## config.mk

```make
export PLATFORM = sky130hd
export DESIGN_NAME = tiny_alu_arbiter
export DESIGN_NICKNAME = d
export VERILOG_FILES = /design/src/rtl/tiny_alu_pkg.sv /design/src/rtl/tiny_alu_rr_pick.sv /design/src/rtl/tiny_alu_arbiter.sv
export SDC_FILE = /design/constraint.sdc
export NUM_CORES = 1
export LEC_CHECK = 0
export ABC_AREA = 1
export CAP_MARGIN = 0
export CORE_MARGIN = 1
export CORE_UTILIZATION = 30
export DETAILED_ROUTE_END_ITERATION = 12
export GPL_TIMING_DRIVEN = 0
export MAX_ROUTING_LAYER = met4
export SETUP_SLACK_MARGIN = 0.3
export SLEW_MARGIN = 30
export SYNTH_ARGS = -nofsm -noshare
export SYNTH_HDL_FRONTEND = slang
export SYNTH_SLANG_ARGS = --single-unit
```

## constraint.sdc

```tcl
create_clock -name clk_i -period 5.25 [get_ports clk_i]
set_input_delay 0.525 -clock clk_i [delete_from_list [all_inputs] [get_ports clk_i]]
set_output_delay 0.525 -clock clk_i [all_outputs]
set_load 0.03 [all_outputs]
```

## src/rtl/tiny_alu_pkg.sv

```systemverilog
// Shared types and defaults for the tiny_alu arbiter: opcode and FSM state
// encodings, default widths, and the opcode classifier used at dispatch.
package tiny_alu_pkg;

  localparam int DATA_W_DEF      = 8;
  localparam int TIMEOUT_CYC_DEF = 16;

  typedef enum logic [2:0] {
    NOP = 3'b000,
    ADD = 3'b001,
    AND = 3'b010,
    XOR = 3'b011,
    MUL = 3'b100,
    RST = 3'b111
  } alu_op_e;

  typedef enum logic [1:0] {
    IDLE,
    BUSY,
    RESP
  } arb_state_e;

  // Only ADD..MUL reach the ALU; NOP, RST and the unused codes finish locally.
  function automatic logic is_alu_op(input logic [2:0] op);
    return (op == ADD) || (op == AND) || (op == XOR) || (op == MUL);
  endfunction

endpackage

```

## src/rtl/tiny_alu_rr_pick.sv

```systemverilog
// Combinational round-robin selector: starting at ptr and wrapping, returns
// the first requester with valid set as a one-hot grant plus its index.
module tiny_alu_rr_pick #(
  parameter int NUM_REQ = 4,
  parameter int PTR_W   = 2
) (
  input  logic [NUM_REQ-1:0] valid,
  input  logic [PTR_W-1:0]   ptr,
  output logic [NUM_REQ-1:0] grant,
  output logic [PTR_W-1:0]   idx,
  output logic               any
);

  int k;

  // Walk the requesters from ptr upward and take the first one asking
  always_comb begin
    grant = '0;
    idx   = '0;
    any   = 1'b0;
    k     = 0;
    for (int i = 0; i < NUM_REQ; i++) begin
      k = int'(ptr) + i;
      if (k >= NUM_REQ) k = k - NUM_REQ;
      if (!any && valid[k]) begin
        any      = 1'b1;
        grant[k] = 1'b1;
        idx      = PTR_W'(k);
      end
    end
  end

endmodule

```

## src/rtl/tiny_alu_arbiter.sv

```systemverilog
// Round-robin arbiter sharing one tiny_alu between NUM_REQ requesters.
// One transaction at a time: IDLE arbitrates, BUSY runs the ALU handshake,
// RESP returns a one-cycle result pulse to the owner. NOP/RST and unused
// opcodes complete locally with result 0.
// Optional feature: define TINY_ALU_ARB_TIMEOUT_EN to add a BUSY watchdog
// that aborts after TIMEOUT_CYC cycles and flags resp_error_o.
module tiny_alu_arbiter
  import tiny_alu_pkg::*;
#(
  parameter int NUM_REQ     = 4,
  parameter int DATA_W      = DATA_W_DEF,
  parameter int TIMEOUT_CYC = TIMEOUT_CYC_DEF
) (
  input  logic                      clk_i,
  input  logic                      reset_n_i,
  input  logic [NUM_REQ-1:0]        req_valid_i,
  output logic [NUM_REQ-1:0]        req_ready_o,
  input  logic [NUM_REQ*DATA_W-1:0] req_a_i,
  input  logic [NUM_REQ*DATA_W-1:0] req_b_i,
  input  logic [NUM_REQ*3-1:0]      req_op_i,
  output logic [NUM_REQ-1:0]        resp_valid_o,
  output logic [2*DATA_W-1:0]       resp_result_o,
  output logic                      resp_error_o,
  output logic                      alu_start_o,
  output logic [2:0]                alu_op_o,
  output logic [DATA_W-1:0]         alu_a_o,
  output logic [DATA_W-1:0]         alu_b_o,
  input  logic                      alu_done_i,
  input  logic [2*DATA_W-1:0]       alu_result_i
);

  localparam int PTR_W = $clog2(NUM_REQ);
  localparam logic [PTR_W-1:0] LAST_IDX = PTR_W'(NUM_REQ - 1);

  if (NUM_REQ < 2 || TIMEOUT_CYC < 1) begin : g_cfg_check
    $error("tiny_alu_arbiter: NUM_REQ must be >= 2 and TIMEOUT_CYC >= 1");
  end

  arb_state_e          state;
  logic [PTR_W-1:0]    ptr;
  logic [PTR_W-1:0]    owner;
  logic [PTR_W-1:0]    ptr_next;
  logic [NUM_REQ-1:0]  pick_grant;
  logic [PTR_W-1:0]    pick_idx;
  logic                pick_any;
  logic                accept;
  logic [2:0]          pick_op;
  logic [DATA_W-1:0]   pick_a;
  logic [DATA_W-1:0]   pick_b;
  logic [NUM_REQ-1:0]  owner_oh;

  tiny_alu_rr_pick #(
    .NUM_REQ (NUM_REQ),
    .PTR_W   (PTR_W)
  ) u_pick (
    .valid (req_valid_i),
    .ptr   (ptr),
    .grant (pick_grant),
    .idx   (pick_idx),
    .any   (pick_any)
  );

  // Grant is only offered while idle; a transfer is any granted valid.
  assign req_ready_o = (state == IDLE) ? pick_grant : '0;
  assign accept      = (state == IDLE) && pick_any;

  assign pick_op  = req_op_i[int'(pick_idx)*3 +: 3];
  assign pick_a   = req_a_i[int'(pick_idx)*DATA_W +: DATA_W];
  assign pick_b   = req_b_i[int'(pick_idx)*DATA_W +: DATA_W];
  assign ptr_next = (pick_idx == LAST_IDX) ? '0 : pick_idx + 1'b1;

  // Decode the owner index into the response strobe position
  always_comb begin
    owner_oh        = '0;
    owner_oh[owner] = 1'b1;
  end

`ifdef TINY_ALU_ARB_TIMEOUT_EN
  localparam int CNT_W = $clog2(TIMEOUT_CYC + 1);

  logic [CNT_W-1:0] to_cnt;
  logic             to_hit;

  // Hit on the TIMEOUT_CYC-th BUSY cycle that ends without done.
  assign to_hit = (to_cnt == CNT_W'(TIMEOUT_CYC - 1));

  // Watchdog: cleared at accept, counts BUSY cycles that end without done
  always_ff @(posedge clk_i or negedge reset_n_i) begin
    if (!reset_n_i) begin
      to_cnt <= '0;
    end else if (accept) begin
      to_cnt <= '0;
    end else if (state == BUSY && !alu_done_i) begin
      to_cnt <= to_cnt + CNT_W'(1);
    end
  end
`else
  assign resp_error_o = 1'b0;
`endif

  // Transaction FSM with registered ALU handshake and response outputs
  always_ff @(posedge clk_i or negedge reset_n_i) begin
    if (!reset_n_i) begin
      state         <= IDLE;
      ptr           <= '0;
      owner         <= '0;
      alu_start_o   <= 1'b0;
      alu_op_o      <= '0;
      alu_a_o       <= '0;
      alu_b_o       <= '0;
      resp_valid_o  <= '0;
      resp_result_o <= '0;
`ifdef TINY_ALU_ARB_TIMEOUT_EN
      resp_error_o  <= 1'b0;
`endif
    end else begin
      resp_valid_o <= '0;
`ifdef TINY_ALU_ARB_TIMEOUT_EN
      resp_error_o <= 1'b0;
`endif
      case (state)
        IDLE: begin
          if (accept) begin
            owner    <= pick_idx;
            ptr      <= ptr_next;
            alu_op_o <= pick_op;
            alu_a_o  <= pick_a;
            alu_b_o  <= pick_b;
            if (is_alu_op(pick_op)) begin
              state       <= BUSY;
              alu_start_o <= 1'b1;
            end else begin
              state         <= RESP;
              resp_valid_o  <= pick_grant;
              resp_result_o <= '0;
            end
          end
        end
        BUSY: begin
          if (alu_done_i) begin
            state         <= RESP;
            alu_start_o   <= 1'b0;
            resp_valid_o  <= owner_oh;
            resp_result_o <= alu_result_i;
          end
`ifdef TINY_ALU_ARB_TIMEOUT_EN
          else if (to_hit) begin
            state         <= RESP;
            alu_start_o   <= 1'b0;
            resp_valid_o  <= owner_oh;
            resp_result_o <= '0;
            resp_error_o  <= 1'b1;
          end
`endif
        end
        RESP: begin
          state <= IDLE;
        end
        default: begin
          state       <= IDLE;
          alu_start_o <= 1'b0;
        end
      endcase
    end
  end

endmodule

```

==> results of run 1 <==
-- power by group through the flow --
| stage | Clock [mW] | Sequential [mW] | Combinational [mW] |
|---|---|---|---|
| 2_1_floorplan | 0 | 0.853 | 1.80 |
| 3_5_place_dp | 0 | 0.624 | 2.88 |
| 4_1_cts | 0.234 | 0.618 | 2.89 |
| 3_3_place_gp | 0 | 0.618 | 2.86 |
| 5_1_grt | 0.250 | 0.638 | 3.23 |
| 6_report | 0.227 | 0.616 | 2.88 |
-- layout make-up --
class / instances / area [um^2] / area share (%)
buffer: 22 / 128.9 / 2.783
clock inverter: 3 / 23.77 / 0.5134
multi-input combinational: 289 / 1551 / 33.50
timing repair buffer: 142 / 1419 / 30.64
tap: 129 / 161.4 / 3.486
sequential: 46 / 1151 / 24.86
clock buffer: 5 / 68.82 / 1.486
inverter: 31 / 126.4 / 2.729
-- through the flow --
stage	instance area [um^2]	setup WS, ns	instances	power [mW]
floorplan	2958	2.775	388	2.650
global placement	4541	1.893	659	3.474
detailed placement	4538	1.876	659	3.508
CTS	4631	1.562	667	3.747
global route	4631	1.313	667	4.114
finish	4631	1.571	667	3.718
-- cells in the final DEF, fill, tap and decap left out, types with 4 or more instances in the layout --
cell | synthesis | final
nand4_1 | 13 | 13
inv_1 | 27 | 27
nand3_2 | 7 | 7
clkbuf_1 | 13 | 13
o21bai_1 | 17 | 17
nand2_1 | 60 | 60
clkdlybuf4s50_1 | 0 | 141
dfrtp_1 | 46 | 46
clkbuf_8 | 0 | 5
nand2_4 | 5 | 5
nand3_1 | 30 | 30
nand2_2 | 18 | 18
nor2_1 | 55 | 55
ha_1 | 4 | 4
o22ai_1 | 5 | 5
o21ai_0 | 47 | 47
a21oi_1 | 6 | 6
a31oi_1 | 16 | 16
-- worst paths after layout --
path                             startpoint                 to  cells past startpoint
min in group clk_i         resp_result_o[0]   resp_result_o[0]                      2
max reg2reg                          ptr[1]  resp_result_o[11]                     19
max                                  ptr[1]     req_ready_o[0]                     13
max in group asynchronous         reset_n_i         alu_a_o[5]                      1
min                               reset_n_i    resp_valid_o[2]                      1
min reg2reg                resp_result_o[0]   resp_result_o[0]                      2
-- state kept, by name, indices dropped and copies added (netlist names) --
signal / flops
resp_result_o: 16
alu_a_o: 8
alu_b_o: 8
resp_valid_o: 4
alu_op_o: 3
owner: 2
ptr: 2
state: 2
alu_start_o: 1
-- kinds of logic (layout without fill, tap and decap cells) --
family / Yosys count / count (layout) / synth area share [%]
simple gates: 191 / 191 / 32.36
compound gates: 93 / 93 / 18.27
buf+inv: 53 / 203 / 8.630
flops: 46 / 46 / 38.92
fa+ha+maj: 4 / 4 / 1.692
other cells: 1 / 1 / 0.1268
-- metal layers --
layer	vias up	share of wire, %	wire (um)
li1	1599	-	-
met1	1417	46	4221
met2	112	47	4293
met3	11	5.8	528
met4	0	1.3	117
met5	-	0	0
-- cells in the mapped netlist (2+ instances only) --
cell / n / area (um^2)
nand2_1: 60 / 225.2
clkinv_1: 2 / 7.510
buf_2: 3 / 15.01
o22ai_1: 5 / 31.28
nor2_1: 55 / 206.5
clkbuf_1: 13 / 48.80
inv_1: 27 / 101.4
o21bai_1: 17 / 127.6
nand2_2: 18 / 112.6
ha_1: 4 / 50.05
nand3_4: 2 / 35.03
nand3_1: 30 / 150.1
nand4_1: 13 / 81.33
nand2_4: 5 / 56.30
buf_6: 3 / 33.78
a31oi_1: 16 / 100.1
a21oi_1: 6 / 30.03
dfrtp_1: 46 / 1151
o21ai_0: 47 / 235.2
nand3_2: 7 / 70.07
==> metrics.md, run 1 <==
| Metric | Value |
|---|---|
| Status | completed |
| Hold/Removal Path Class | in -> async |
| Worst-Skew Late Latency | 0.30 ns |
| # diodes | 0 |
| RSZ-0062 raised after global routing | no |
| Crit path time final | 3.679 ns |
| Syn Area/Cell | 7.623 um^2 |
| Filler Cell Count | 920 |
| Starting Density | 31.42% |
| Grt total ovfl | 0 |
| First-pass GRT wire length | 14840 um |
| Die height | 101.3 um |
| CP max-delay cell | clkdlybuf4s50_1 |
| PD cells | 802.9 nW/um^2 |
| Num CTS Buffers | 5 |
| Sequential power share | 16.6% |
| GR peak layer | met2 |
| Register area share after synthesis | 38.92% |
| Met1 Use GR | 24.66% |
| Final core occ | 49.18% |
| Post-synthesis register bit count | 46 |
| Routed vias/inst | 4.706 |
| # DRC | 0 |
| Die Wd | 101.3 um |
| H-tree levels | 2 |
| Critical path class | reg -> out |
| Clk network pwr share | 6.1% |
| IO Count | 144 |
| Routed Antenna Nets | 0 |
| Worst slew pin tran | 0.5931 ns |
| Setup bufs post-CTS | 0 |
| Antenna violations before repair | 0 |
| Area Overhead vs Synth | 56.56% |
| EDFF count, synth | 0 |
| Final period utilization | 70.07% |
| Comb pwr share | 77.3% |
| PortBufs | 142 |
| CTS resizes | 0 |
| Worst path required time | 4.72 ns |
| CTS tree | yes |
| Maximum clock rate | 271.8 MHz |
| Fraction of layout cells with a size suffix above 1 | 9.851% |
| GPL Wtd Cong | 0.8352 |
| Fin nets | 640 |
| Main synth FF type | dfrtp_1 |
| Clock Tree Root | clkbuf_8 |
| Post-Syn Area | 2958 um^2 |
| Final Max Tran Viols | 0 |
| Core Rows | 35 |
| Critical Path Max Stage Delay | 0.66 ns |
| Final setup fails | 0 |
| Ys Warns | 0 |
| Syn nets | 491 |
| Worst R2R Setup Slack | 2.35 ns |
| Setup crit end kind | output pin |
| Placeable Area | 9415 um^2 |
| Internal power | 1.685 mW |
| Final Hold Vio Count | 0 |
| Crit path DAT | 3.15 ns |
| Final TNS setup | 0 ns |
| DR vias | 3139 |
| Sw power | 2.033 mW |
| Distinct cells, synth | 29 |
| Clock Sinks | 46 |
| Max-cap violations | 0 |
| Hold Buf Count CTS | 0 |
| Switching Fraction | 54.67% |
| Vias in the first global route | 3012 |
| Worst VDD drop | 469.4 uV |
| Clock tree buffer depth | 2 |
| DRT iter0 DRCs | 86 |
| Worst path cell trace | inv_1 -> ha_1 -> inv_1 -> nand3_1 -> nand2_1 -> inv_1 -> nand3_4 -> nand2_1 -> inv_1 -> buf_2 -> nand2_1 -> inv_1 -> clkdlybuf4s50_1 |
| Drt pass-1 iters | 4 |
| Crit path buffers/inverters | 7 |
| Gate Count Post-Synth | 388 |
| Largest net degree at the start of global routing | 47 |
| Peak fanout along the critical path | 10 |
| DP HPWL | 7043 um |
| Fin Clk Skew | 0.006500 ns |
| Reg clk slew, reported paths | 0.09 ns |
| Most frequent CP cell | inv_1 |
| Kind of cell adding the most delay to the critical path | buffers and inverters |
| Routed WL | 9161 um |
| Static leakage | 2.040 nW |
| Slew margin rel. | 60.46% |
| Die Area | 10260 um^2 |
| Ys async rst share | 100.0% |
| Met2 Track Usage GR | 30.72% |
| Routed wire per std cell | 13.73 um |
| Tot GR Track Use | 19.11% |
| WHS | 0.2138 ns |
| Worst setup SP type | register |
| Met3 usage | 3.589% |
No activity file was read; power rests on OpenSTA's default activity.
==> run 2, diff against run 1 <==
==> constraint.sdc (replaced) <==
create_clock -name clk_i -period 3.2 [get_ports clk_i]
set_input_delay 0.32 -clock clk_i [delete_from_list [all_inputs] [get_ports clk_i]]
set_output_delay 0.32 -clock clk_i [all_outputs]
set_load 0.03 [all_outputs]
==> metrics.md, run 2 (synthesis gave the netlist of run 1 again) <==
| Metric | Value |
|---|---|
| Antenna violations before repair | 0 |
| Finished Cell Area | 4682 um^2 |
| Vias in the first global route | 3012 |
| Routed Antenna Nets | 0 |
| PortBufs | 142 |
| Comb pwr share | 77.8% |
| Critical path class | reg -> out |
| DRT iter0 DRCs | 88 |
| Setup crit end kind | output pin |
| H-tree levels | 2 |
| Worst VDD drop | 781.6 uV |
| Max-cap violations | 0 |
| Biggest register | resp_result_o |
| Most frequent cells in the layout | 137 x clkdlybuf4s50_1, 60 x nand2_1, 54 x nor2_1 |
| Grt total ovfl | 0 |
| Crit path time final | 2.685 ns |
| Area Overhead vs Synth | 58.29% |
| Die height | 101.3 um |
| Hold Buf Count CTS | 0 |
| Clock Tree Root | clkbuf_8 |
| Final Hold Vio Count | 0 |
| Die Area | 10260 um^2 |
| Setup ws final | 0.5151 ns |
| Slew margin rel. | 60.37% |
| DP HPWL | 7043 um |
| Final Max Tran Viols | 0 |
| Status | completed |
| First-pass GRT wire length | 14830 um |
| GPL Wtd Cong | 0.8352 |
| PD cells | 1330 nW/um^2 |
| Sw power | 3.378 mW |
| Worst slew pin tran | 0.5945 ns |
| Worst path required time | 2.88 ns |
| Final setup fails | 0 |
| Fin nets | 643 |
| Filler Cell Count | 916 |
| Static leakage | 2.071 nW |
| Placeable Area | 9415 um^2 |
| Largest net degree at the start of global routing | 47 |
| Routed vias/inst | 4.712 |
| Switching Fraction | 54.26% |
| Clk network pwr share | 6.0% |
| # DRC | 0 |
| Setup WS pre-CTS | 0.06260 ns |
| # diodes | 0 |
| FF+latch area | 1152 um^2 |
| IO Count | 144 |
| Worst-Skew Late Latency | 0.30 ns |
| Crit path DAT | 2.36 ns |
| Multi-input gate area | 1570 um^2 |
| Tot GR Track Use | 19.10% |
| Num CTS Buffers | 5 |
| Maximum clock rate | 372.5 MHz |
| Final TNS setup | 0 ns |
| CTS tree | yes |
| RSZ-0062 raised after global routing | no |
| Starting Density | 31.42% |
| Largest registers | resp_result_o x16, alu_a_o x8, alu_b_o x8 |
| Routed WL | 9242 um |
| Commonest non-fill, non-tap cell in the layout | clkdlybuf4s50_1 |
| Reg clk slew, reported paths | 0.09 ns |
| Clock tree buffer depth | 2 |
| Routed wire per std cell | 13.79 um |
| Fin Clk Skew | 0.005594 ns |
| Die Wd | 101.3 um |
| Worst setup SP type | register |
| DR vias | 3157 |
| Fraction of layout cells with a size suffix above 1 | 12.38% |
| Clock Sinks | 46 |
| Internal power | 2.848 mW |
| Placed Area | 4538 um^2 |
| Core Rows | 35 |
| Drt pass-1 iters | 5 |
| Max reg flops | 16 |
| Sequential power share | 16.3% |
| Hold/Removal Path Class | in -> async |
| Final period utilization | 83.90% |
| Total power | 6.226 mW |
| Peak fanout along the critical path | 10 |
## run 2: cell count changes in the layout (fill, tap and decap cells not counted), moves of 2 or more
| cell | change |
|---|---|
| clkbuf_4 | +3 |
| clkbuf_2 | +2 |
| clkbuf_1 | -2 |
| buf_4 | +2 |
| clkdlybuf4s50_1 | -4 |
## run 2: per-stage QoR
stage	utilization [%]	hold WS, ns	cells
floorplan	-	0.02441	388
global placement	48.23	0.4541	659
detailed placement	48.20	0.3681	659
CTS	49.13	0.03203	667
global route	49.73	0.05420	670
finish	49.73	0.008847	670
## run 2: worst paths after layout
path / depth (start not counted) / end / startpoint / slack (ns)
max: 14 / req_ready_o[1] / ptr[0] / 0.52
min: 1 / resp_valid_o[2] / reset_n_i / 0.009
max reg2reg: 20 / resp_result_o[11] / ptr[0] / 0.55
min reg2reg: 2 / resp_result_o[0] / resp_result_o[0] / 0.48
max in group asynchronous: 1 / ptr[1] / reset_n_i / 2.76
min in group clk_i: 2 / resp_result_o[0] / resp_result_o[0] / 0.48
## run 2: area by class of cell
cell class / count / area share [%]
tap: 129 / 3.447
buffer: 22 / 2.940
timing repair buffer: 145 / 30.79
sequential: 46 / 24.61
clock buffer: 5 / 1.470
multi-input combinational: 289 / 33.54
inverter: 31 / 2.699
clock inverter: 3 / 0.5077
## run 2: repair_timing
action                     4_1_cts  5_1_grt
buffers inserted                 0        3
pin swaps                        0        2
setup endpoints to repair        7       33
gates resized for setup         23       12
## run 2: power groups by stage
stage,sequential [mW],combinational (mW),clock [mW]
floorplan,1.40,2.95,0
global placement,1.01,4.69,0
detailed placement,1.02,4.73,0
CTS,1.02,4.74,0.384
global route,1.05,5.41,0.411
finish,1.01,4.84,0.372
## run 2: metal layers
metal,track usage [%],share of wire (%),wire [um]
met4,5.017,1.3,117
met5,-,0,0
met2,30.72,47,4344
met3,3.589,5.4,495
met1,24.61,46,4284
## run 2: critical path, cell delays in order (launching register included)
cell and delay [ns]:
dfrtp_1 0.42, buf_6 0.15, inv_8 0.09, ha_4 0.23
inv_1 0.10, nand3_1 0.09, nand2_1 0.11, inv_1 0.08
nand3_4 0.13, nand2_1 0.10, inv_1 0.09, buf_6 0.15
nand2_1 0.08, inv_1 0.07, clkbuf_4 0.18
==> run 3, diff against run 2 <==
==> constraint.sdc (replaced) <==
create_clock -name clk_i -period 2.6 [get_ports clk_i]
set_input_delay 0.26 -clock clk_i [delete_from_list [all_inputs] [get_ports clk_i]]
set_output_delay 0.26 -clock clk_i [all_outputs]
set_load 0.03 [all_outputs]
==> metrics.md, run 3 (synthesis gave the netlist of run 1 again) <==
| Metric | Value |
|---|---|
| Clock Sinks | 46 |
| DRT iter0 DRCs | 141 |
| Hold/Removal Path Class | reg -> reg |
| Worst path required time | 2.80 ns |
| Fin Clk Skew | 0.01267 ns |
| Clock Tree Root | clkbuf_8 |
| Slew margin rel. | 59.68% |
| First-pass GRT wire length | 15990 um |
| Final TNS setup | 0 ns |
| GPL Wtd Cong | 0.8081 |
| Max reg flops | 16 |
| Largest net degree at the start of global routing | 47 |
| Num CTS Buffers | 5 |
| Setup crit end kind | register |
| Reg2reg path depth | 19 |
| Critical Path Max Stage Delay | 0.38 ns |
| Fin nets | 677 |
| Final Max Tran Viols | 0 |
| Filler Cell Count | 881 |
| Placeable Area | 9415 um^2 |
| Final setup fails | 0 |
| Reg-to-Reg Start | ptr[0] |
| Peak fanout along the critical path | 5 |
| Status | completed |
| Final core occ | 57.08% |
| Area Overhead vs Synth | 81.68% |
| CP Depth | 19 |
| PortBufs | 142 |
| Crit path DAT | 2.76 ns |
| Setup WS pre-CTS | -0.2974 ns |
| Most frequent cells in the layout | 137 x clkdlybuf4s50_1, 52 x nor2_1, 45 x dfrtp_1 |
| Worst-Skew Late Latency | 0.31 ns |
| Critical path class | reg -> reg |
| Critical R2R Capture | resp_result_o[10] |
| Reg clk slew, reported paths | 0.10 ns |
| Commonest non-fill, non-tap cell in the layout | clkdlybuf4s50_1 |
| Final Hold Vio Count | 0 |
| Final period utilization | 98.36% |
| Drt pass-1 iters | 4 |
| Grt total ovfl | 0 |
| Core Rows | 35 |
| Routed Antenna Nets | 0 |
| DP HPWL | 7282 um |
| DR vias | 3358 |
| WHS | 0.4876 ns |
| Fraction of layout cells with a size suffix above 1 | 28.52% |
| Routed WL | 10390 um |
| Die Area | 10260 um^2 |
| Largest registers | resp_result_o x16, alu_a_o x8, alu_b_o x8 |
| Tot GR Track Use | 20.66% |
| Vias in the first global route | 3304 |
| Starting Density | 31.42% |
| Setup ws final | 0.04252 ns |
| Crit path time final | 2.557 ns |
| Critical path origin | ptr[0] |
| # DRC | 0 |
| RSZ-0062 raised after global routing | yes |
| Max-cap violations | 0 |
| Worst setup SP type | register |
| End point of the critical path | resp_result_o[10] |
| CTS tree | yes |
| Die Wd | 101.3 um |
| H-tree levels | 2 |
| Biggest register | resp_result_o |
| Crit path buffers/inverters | 6 |
| Die height | 101.3 um |
| Kind of cell adding the most delay to the critical path | simple AND/OR/NAND/NOR gates |
| IO Count | 144 |
| Routed vias/inst | 4.770 |
| Worst slew pin tran | 0.6048 ns |
| Maximum clock rate | 391.0 MHz |
| # diodes | 0 |
| Clock tree buffer depth | 2 |
| Worst path cell trace | buf_6 -> inv_8 -> ha_4 -> inv_4 -> nand2_4 -> nand2_8 -> nor2_8 -> nand3_4 -> buf_4 -> nand4_1 -> nand3_2 -> nand2_4 -> nand3_4 -> nand3_4 -> nand2_8 -> buf_12 -> buf_16 -> nand2_4 -> nand2_2 |
| Routed wire per std cell | 14.76 um |
| Antenna violations before repair | 0 |
| Worst R2R Setup Slack | 0.04 ns |
| CP max-delay cell | dfrtp_1 |
==> run 3: changes by cell type in the layout (fill, tap and decap cells not counted), moves of 5 or more <==
cell      change
clkbuf_1      -7
buf_4        +24
nand2_2      +12
o21ai_2      +17
nand2_1      -22
buf_6        +13
nand3_1       -6
nand2_4       +8
o21ai_0      -32
nand3_4       +5
inv_1         -5
o21ai_1      +14
==> run 3: worst reg2reg max path: cells and delay by family, from the launching register on <==
family / cells / cell delay, ns
adders and majority gates: 1 / 0.30
buffers and inverters: 6 / 0.67
and+or+nand+nor: 12 / 1.11
DFF: 1 / 0.38
==> run 3: what timing repair did <==
item,CTS,global route
endpoints found under the hold margin,46,0
gates cloned,3,0
endpoints found under the setup margin,46,45
hold buffers,1,0
gates resized for setup,98,82
buffers inserted,23,10
pin swaps,26,33
==> run 3: stage by stage <==
step,std cells,instance area (um^2)
5_1_grt,704,5374
4_1_cts,694,5067
3_5_place_dp,659,4554
2_1_floorplan,388,2974
6_report,704,5374
3_3_place_gp,659,4557
==> run 3: worst min path at each step <==
stage / end / depth (start not counted) / start / slack (ns)
2_1_floorplan: alu_a_o[0] / 0 / reset_n_i / -0.04
3_3_place_gp: resp_result_o[14] / 2 / resp_result_o[14] / 0.45
3_5_place_dp: resp_valid_o[0] / 1 / reset_n_i / 0.32
4_1_cts: resp_result_o[14] / 2 / resp_result_o[14] / 0.48
5_1_grt: resp_result_o[14] / 2 / resp_result_o[14] / 0.51
6_report: resp_result_o[2] / 2 / resp_result_o[2] / 0.49
==> run 3: cell type report <==
class,instances,area (um^2),area share (%)
Buffer,22,192.7,3.586
Clock buffer,5,68.82,1.281
Clock inverter,3,25.02,0.4657
Inverter,31,140.1,2.608
Multi-Input combinational cell,289,1863,34.67
Sequential cell,46,1152,21.44
Tap cell,129,161.4,3.003
Timing Repair Buffer,179,1770,32.95
==> run 3: routing by layer <==
layer	vias to the layer above	global-route usage, %	routed length [um]
met4	0	5.240	101
met5	-	-	0
met3	8	3.106	591
met1	1549	25.37	4461
met2	120	35.43	5234
li1	1681	-	-
Power of run 3 is left out: the tool's default activity adds up to more than one toggle a clock period on the data nets, which glitch-free logic cannot reach.
